===== src/rtl/pinwheel_uart_pkg.sv =====
// Shared types for the pinwheel UART transmitter: FSM state encoding and parity modes.
// Also provides the parity helper used when a byte is loaded into the shift register.
package pinwheel_uart_pkg;

  typedef enum logic [2:0] {
    ST_IDLE,
    ST_START,
    ST_DATA,
    ST_PARITY,
    ST_STOP
  } uart_state_t;

  localparam int PARITY_NONE = 0;
  localparam int PARITY_ODD  = 1;
  localparam int PARITY_EVEN = 2;

  // Unused upper bits must be zero so they do not disturb the XOR.
  function automatic logic parity_bit(input logic [7:0] data, input int mode);
    return (^data) ^ (mode == PARITY_ODD);
  endfunction

endpackage


===== src/rtl/pinwheel_sync_fifo.sv =====
// Synchronous FIFO with registered full/empty flags and an occupancy count; read data is the head entry.
// Push is ignored while full (even with a same-cycle pop), pop is ignored while empty.
module pinwheel_sync_fifo #(
  parameter int WIDTH = 8,
  parameter int DEPTH = 4
) (
  input  logic                    clk,
  input  logic                    rst,
  input  logic                    wr_vld,
  input  logic [WIDTH-1:0]        wr_dat,
  output logic                    wr_rdy,
  output logic                    rd_vld,
  input  logic                    rd_rdy,
  output logic [WIDTH-1:0]        rd_dat,
  output logic [$clog2(DEPTH):0]  count
);
  localparam int PTR_W = $clog2(DEPTH);

  logic [WIDTH-1:0] mem [DEPTH];
  logic [PTR_W-1:0] wr_ptr;
  logic [PTR_W-1:0] rd_ptr;
  logic             full;
  logic             empty;
  logic             do_push;
  logic             do_pop;
  logic [PTR_W:0]   count_nxt;

  assign do_push = wr_vld && !full;
  assign do_pop  = rd_rdy && !empty;
  assign wr_rdy  = !full;
  assign rd_vld  = !empty;
  assign rd_dat  = mem[rd_ptr];

  always_comb begin
    count_nxt = count;
    if (do_push && !do_pop) begin
      count_nxt = count + (PTR_W+1)'(1);
    end else if (!do_push && do_pop) begin
      count_nxt = count - (PTR_W+1)'(1);
    end
  end

  always_ff @(posedge clk) begin
    if (do_push) begin
      mem[wr_ptr] <= wr_dat;
    end
  end

  // Pointers wrap naturally because DEPTH is a power of two.
  always_ff @(posedge clk or posedge rst) begin
    if (rst) begin
      wr_ptr <= '0;
      rd_ptr <= '0;
      count  <= '0;
      full   <= 1'b0;
      empty  <= 1'b1;
    end else begin
      if (do_push) begin
        wr_ptr <= wr_ptr + PTR_W'(1);
      end
      if (do_pop) begin
        rd_ptr <= rd_ptr + PTR_W'(1);
      end
      count <= count_nxt;
      full  <= (count_nxt == (PTR_W+1)'(DEPTH));
      empty <= (count_nxt == '0);
    end
  end

endmodule


===== src/rtl/pinwheel_uart_tx.sv =====
// UART transmitter with input FIFO and CTS flow control; tx falls 2 cycles after a byte is accepted when idle.
// in_ready drops when the FIFO is full; CTS is checked only at frame boundaries, so a frame always completes.
module pinwheel_uart_tx
  import pinwheel_uart_pkg::*;
#(
  parameter int CLOCK_RATE = 24_000_000,
  parameter int BAUD_RATE  = 1_200,
  parameter int DATA_BITS  = 8,
  parameter int PARITY     = 0,
  parameter int STOP_BITS  = 1,
  parameter int FIFO_DEPTH = 4
) (
  input  logic                           CLK,
  input  logic                           reset,
  input  logic [DATA_BITS-1:0]           in_data,
  input  logic                           in_valid,
  output logic                           in_ready,
  input  logic                           cts_n,
  output logic                           tx,
  output logic                           busy,
  output logic [$clog2(FIFO_DEPTH):0]    fifo_count
);
  localparam int CLKS_PER_BIT = (BAUD_RATE > 0) ? (CLOCK_RATE / BAUD_RATE) : 0;
  localparam int CNT_W        = (CLKS_PER_BIT >= 2) ? $clog2(CLKS_PER_BIT) : 1;

  localparam logic [CNT_W-1:0] CNT_RELOAD = CNT_W'(CLKS_PER_BIT - 1);
  localparam logic [2:0]       DATA_LAST  = 3'(DATA_BITS - 1);
  localparam logic [2:0]       STOP_LAST  = 3'(STOP_BITS - 1);

  if (CLKS_PER_BIT < 2) begin : g_err_cpb
    $error("pinwheel_uart_tx: CLOCK_RATE/BAUD_RATE must be at least 2");
  end
  if (DATA_BITS < 5 || DATA_BITS > 8) begin : g_err_data
    $error("pinwheel_uart_tx: DATA_BITS must be 5..8");
  end
  if (PARITY < 0 || PARITY > 2) begin : g_err_par
    $error("pinwheel_uart_tx: PARITY must be 0, 1 or 2");
  end
  if (STOP_BITS < 1 || STOP_BITS > 2) begin : g_err_stop
    $error("pinwheel_uart_tx: STOP_BITS must be 1 or 2");
  end
  if (FIFO_DEPTH < 2 || (FIFO_DEPTH & (FIFO_DEPTH - 1)) != 0) begin : g_err_depth
    $error("pinwheel_uart_tx: FIFO_DEPTH must be a power of two >= 2");
  end

  logic                 cts_meta;
  logic                 cts_sync;
  uart_state_t          state;
  logic [CNT_W-1:0]     baud_cnt;
  logic [2:0]           bit_idx;
  logic [DATA_BITS-1:0] shift_reg;
  logic                 par_bit;
  logic                 fifo_vld;
  logic [DATA_BITS-1:0] fifo_dat;
  logic                 pop;
  logic                 bit_done;
  logic                 last_stop;
  logic                 can_start;

  pinwheel_sync_fifo #(
    .WIDTH (DATA_BITS),
    .DEPTH (FIFO_DEPTH)
  ) u_fifo (
    .clk    (CLK),
    .rst    (reset),
    .wr_vld (in_valid),
    .wr_dat (in_data),
    .wr_rdy (in_ready),
    .rd_vld (fifo_vld),
    .rd_rdy (pop),
    .rd_dat (fifo_dat),
    .count  (fifo_count)
  );

  // Synchroniser resets to "not clear to send" so nothing leaves before the pad is sampled.
  always_ff @(posedge CLK or posedge reset) begin
    if (reset) begin
      cts_meta <= 1'b1;
      cts_sync <= 1'b1;
    end else begin
      cts_meta <= cts_n;
      cts_sync <= cts_meta;
    end
  end

  assign bit_done  = (baud_cnt == '0);
  assign last_stop = (state == ST_STOP) && bit_done && (bit_idx == STOP_LAST);
  assign can_start = fifo_vld && !cts_sync;
  assign pop       = can_start && ((state == ST_IDLE) || last_stop);

  // tx and busy are registered from the current state, so both trail the FSM by one cycle together.
  always_ff @(posedge CLK or posedge reset) begin
    if (reset) begin
      state     <= ST_IDLE;
      baud_cnt  <= '0;
      bit_idx   <= '0;
      shift_reg <= '0;
      par_bit   <= 1'b0;
      tx        <= 1'b1;
      busy      <= 1'b0;
    end else begin
      busy <= (state != ST_IDLE);
      case (state)
        ST_START:  tx <= 1'b0;
        ST_DATA:   tx <= shift_reg[0];
        ST_PARITY: tx <= par_bit;
        default:   tx <= 1'b1;
      endcase

      if (state != ST_IDLE && !bit_done) begin
        baud_cnt <= baud_cnt - CNT_W'(1);
      end else begin
        baud_cnt <= CNT_RELOAD;
      end

      if (pop) begin
        shift_reg <= fifo_dat;
        par_bit   <= parity_bit(8'(fifo_dat), PARITY);
        bit_idx   <= '0;
        state     <= ST_START;
      end else if (bit_done) begin
        case (state)
          ST_START: begin
            bit_idx <= '0;
            state   <= ST_DATA;
          end
          ST_DATA: begin
            if (bit_idx == DATA_LAST) begin
              bit_idx <= '0;
              state   <= (PARITY != PARITY_NONE) ? ST_PARITY : ST_STOP;
            end else begin
              shift_reg <= shift_reg >> 1;
              bit_idx   <= bit_idx + 3'd1;
            end
          end
          ST_PARITY: begin
            bit_idx <= '0;
            state   <= ST_STOP;
          end
          ST_STOP: begin
            if (last_stop) begin
              state <= ST_IDLE;
            end else begin
              bit_idx <= bit_idx + 3'd1;
            end
          end
          default: ;
        endcase
      end
    end
  end

endmodule


===== config.mk =====
export PLATFORM = sky130hd
export DESIGN_NAME = pinwheel_uart_tx
export DESIGN_NICKNAME = d
export VERILOG_FILES = /design/src/rtl/pinwheel_uart_pkg.sv /design/src/rtl/pinwheel_sync_fifo.sv /design/src/rtl/pinwheel_uart_tx.sv
export SDC_FILE = /design/constraint.sdc
export NUM_CORES = 1
export LEC_CHECK = 0
export ABC_AREA = 0
export BUFFER_PORTS_ARGS = -buffer_cell sky130_fd_sc_hd__buf_2
export CAP_MARGIN = 0
export CORE_ASPECT_RATIO = 0.5
export CORE_MARGIN = 2
export CORE_UTILIZATION = 25
export DETAILED_ROUTE_END_ITERATION = 6
export PLACE_DENSITY = 0.41
export SYNTH_ARGS = -nofsm -noshare
export SYNTH_HDL_FRONTEND = slang
export SYNTH_SLANG_ARGS = --single-unit

===== constraint.sdc =====
create_clock -name CLK -period 3.1 [get_ports CLK]
set_input_delay 0.155 -clock CLK [delete_from_list [all_inputs] [get_ports CLK]]
set_output_delay 0.155 -clock CLK [all_outputs]
set_load 0.005 [all_outputs]

==> impl_metrics.yaml <==
status:
  status: "finished clean"
setup_path:
  critPathTopFamily: "simple AND/OR/NAND/NOR gates"
  path_max_fanout: 11
  worstSetupPathType: "flip-flop to flip-flop"
  startpoint_type: "flip-flop"
  end_kind: "flip-flop"
  worst_path_max_delay_cell: "nor4_4"
  crit_buf_inv: 1
  cp.required_ns: 3.32
  max_stage_delay_ns: 0.64
  arrival_ns: 2.79
  crit_chain: "inv_1 -> ha_1 -> nor4b_1 -> nand4b_4 -> nor4_4 -> mux2i_1 -> o21ai_1"
timing:
  max_freq_mhz: 388.1
  tightestPinTransition_ns: 0.6687
  relSlewSlack: 0.5509
  fin_skew_ns: 0.006816
  fin_crit_ns: 2.576
  fin_crit_sh: 0.8311
  layout_setup_ws_ns: 0.5237
  tns_ns: 0
  final_hold_viol_count: 0
  drv_slew: 0
  setup_viol: 0
  whs_ns: 0.02696
  rsz0062_at_grt: "no"
min_path:
  hold_class: "input port to flip-flop"
floorplanning:
  io_pins: 18
  die-height_um: 87.11
  start_util: 0.2556
  rows: 30
  core-area_sq_um: 13510
  die_x_um: 170.2
  die_area_sq_um: 14830
clock_network:
  worstSkewPairLatency_ns: 0.34
  clockRootBuffer: "clkbuf_16"
  clock-sinks: 75
  cts_setup_buffers: 0
  cts_buffer_depth: 2
  htreeDepth: 3
  clkTransAtPathRegs_ns: 0.06
  cts_tree: "built"
  hold_buffers: 2
  cts_buffers: 9
  cts_resized: 0
yosys:
  synth_fp_nets: 296
  synthAdderAreaFrac: 0.03986
  synth.area.mux_share: 0.07246
  synthXorXnorAreaFrac: 0.05580
  synthSimpleGateAreaFrac: 0.1424
  async_reset_ff_frac: 0.5733
  synth_top_family_by_area: "simple AND/OR/NAND/NOR gates"
  synth_top_area_cell: "dfrtp_1"
  yosysWarnings: 0
  seq_area_frac_synth: 0.5913
  yosys.area.top_type_share: 0.2826
  yosys_register_bits: 75
  syn_area_sq_um: 3453
  syn_avg_cell_area_sq_um: 12.65
  synth-edff-count: 32
  ys.flop_type: "dfrtp_1"
  synth-compound-area-share: 0.06993
  yosysUniqueCellTypes: 49
  synth_area_leaders: "dfrtp_1 (28%), edfxtp_1 (28%), mux4_2 (5.2%)"
  synth_cells: 273
flow_run:
  cap_violations: 0
detailed_routing:
  postRouteAntennaNets: 0
  routed_wl_um: 6606
  vias: 2090
  drt_iter0_drc: 63
  drc: 0
  dr.pass1.iters: 4
  avgRoutedWirePerCell_um: 13.85
  drt-vias-per-instance: 4.382
power:
  p_int_mw: 1.996
  power_switching_share: 0.2683
  leakage_nw: 1.529
  pwr-share-comb: 0.149
  clockPowerShare: 0.402
  netSwitchingPower_uw: 731.9
  powerDensity_nw_per_um2: 670.6
  ir_worst_vdd_mv: 0.2785
  p_seq_frac: 0.449
layout:
  final_nets: 319
  stdcell_count: 477
  num_antenna_cells: 0
  drive_gt1_frac: 0.1794
  largest_reg_flops: 32
  area_delta_synth_final_pct: 17.79
placement:
  dpl.hpwl_um: 4656
  routabilityCongestion: 0.7072
  dp.cells: 459
  numPortBuffers: 17
  dpl_worst_slack_ns: 0.5315
global_routing:
  grt_max_degree: 28
  grt_pass1_vias: 2237
  overflow: 0
  antenna_found_initial: 0
  grtUsageTotal: 0.1023
  grt_pass1_wl_um: 11460
## cell families after synthesis
| group | after synthesis |
|---|---|
| buf+inv | 23 |
| xor+xnor | 22 |
| compound gates | 38 |
| fa+ha+maj | 11 |
| simple gates | 89 |
| mux | 15 |
| flops | 75 |
## metrics by stage
stage | util | total power [mW] | instance area [sq um]
floorplan | - | 1.520 | 3453
global placement | 0.2762 | 1.649 | 3732
detailed placement | 0.2762 | 1.661 | 3732
CTS | 0.3010 | 2.775 | 4068
global route | 0.3010 | 2.885 | 4068
finish | 0.3010 | 2.728 | 4068
## cell usage in the layout (no fill, tap or decap), drive strengths merged, types with 3 or more instances in the layout
cell     n
clkbuf   9
buf     20
nor3     3
and2     5
nand3    4
nand2b   3
mux4     8
o21ai   16
nand2   33
mux2i    7
ha      11
nand4    3
or4      3
nor2    16
clkinv   3
dfstp    4
xor2     4
or3      3
dfrtp   39
a21oi    7
inv     16
xnor2   18
edfxtp  32
nor4     4
## worst paths after layout
check	startpoint	end	cells past startpoint	slack, ns
min reg2reg	cts_meta	cts_sync	0	0.36
min in group asynchronous	reset	baud_cnt[6]	3	0.40
min	in_data[4]	u_fifo.mem[0][4]	1	0.03
max reg2reg	baud_cnt[0]	shift_reg[2]	7	0.52
max	baud_cnt[0]	shift_reg[2]	7	0.52
max in group asynchronous	reset	tx	4	1.94
## power groups by stage
stage          Combinational (mW)  Clock, mW  Sequential, mW
2_1_floorplan               0.289          0            1.23
3_3_place_gp                0.409          0            1.24
3_5_place_dp                0.416          0            1.25
4_1_cts                     0.420       1.13            1.23
5_1_grt                     0.464       1.18            1.24
6_report                    0.406       1.10            1.22
## synth_stat cells (2+ instances only)
cell       instances
nor2_1            16
ha_1              11
nand3_1            4
o41ai_1            2
or4_1              2
inv_1             12
a2bb2oi_1          2
a21oi_1            7
dfrtp_1           39
and2_1             5
nand2b_1           3
xnor2_1           18
nor4b_1            2
xor2_1             4
o22a_1             2
nor3b_1            2
o21ai_1            7
nor3_1             3
nor4_1             2
clkbuf_1           6
and4_1             2
mux4_2             8
edfxtp_1          32
o21ai_0            9
buf_2              3
nand4_1            3
or3_1              3
dfstp_2            4
o31ai_1            2
nand2_1           33
mux2i_1            7
## routing by layer
layer  track usage  wire (um)  vias up
li1              -          -     1028
met1        0.1215       3057     1028
met2        0.1759       3264       27
met3       0.03180        197        7
met4       0.03963         87        0
met5             0          0        -
## area by class of cell
| cell class | count | area, sq um |
|---|---|---|
| clock buffer | 9 | 225.2 |
| clock inverter | 7 | 90.09 |
| fill | 1373 | 9445 |
| inverter | 13 | 48.80 |
| multi-input combinational | 175 | 1314 |
| sequential | 75 | 2042 |
| tap | 176 | 220.2 |
| timing repair buffer | 22 | 127.6 |
Power figures use the tool's default switching activity.
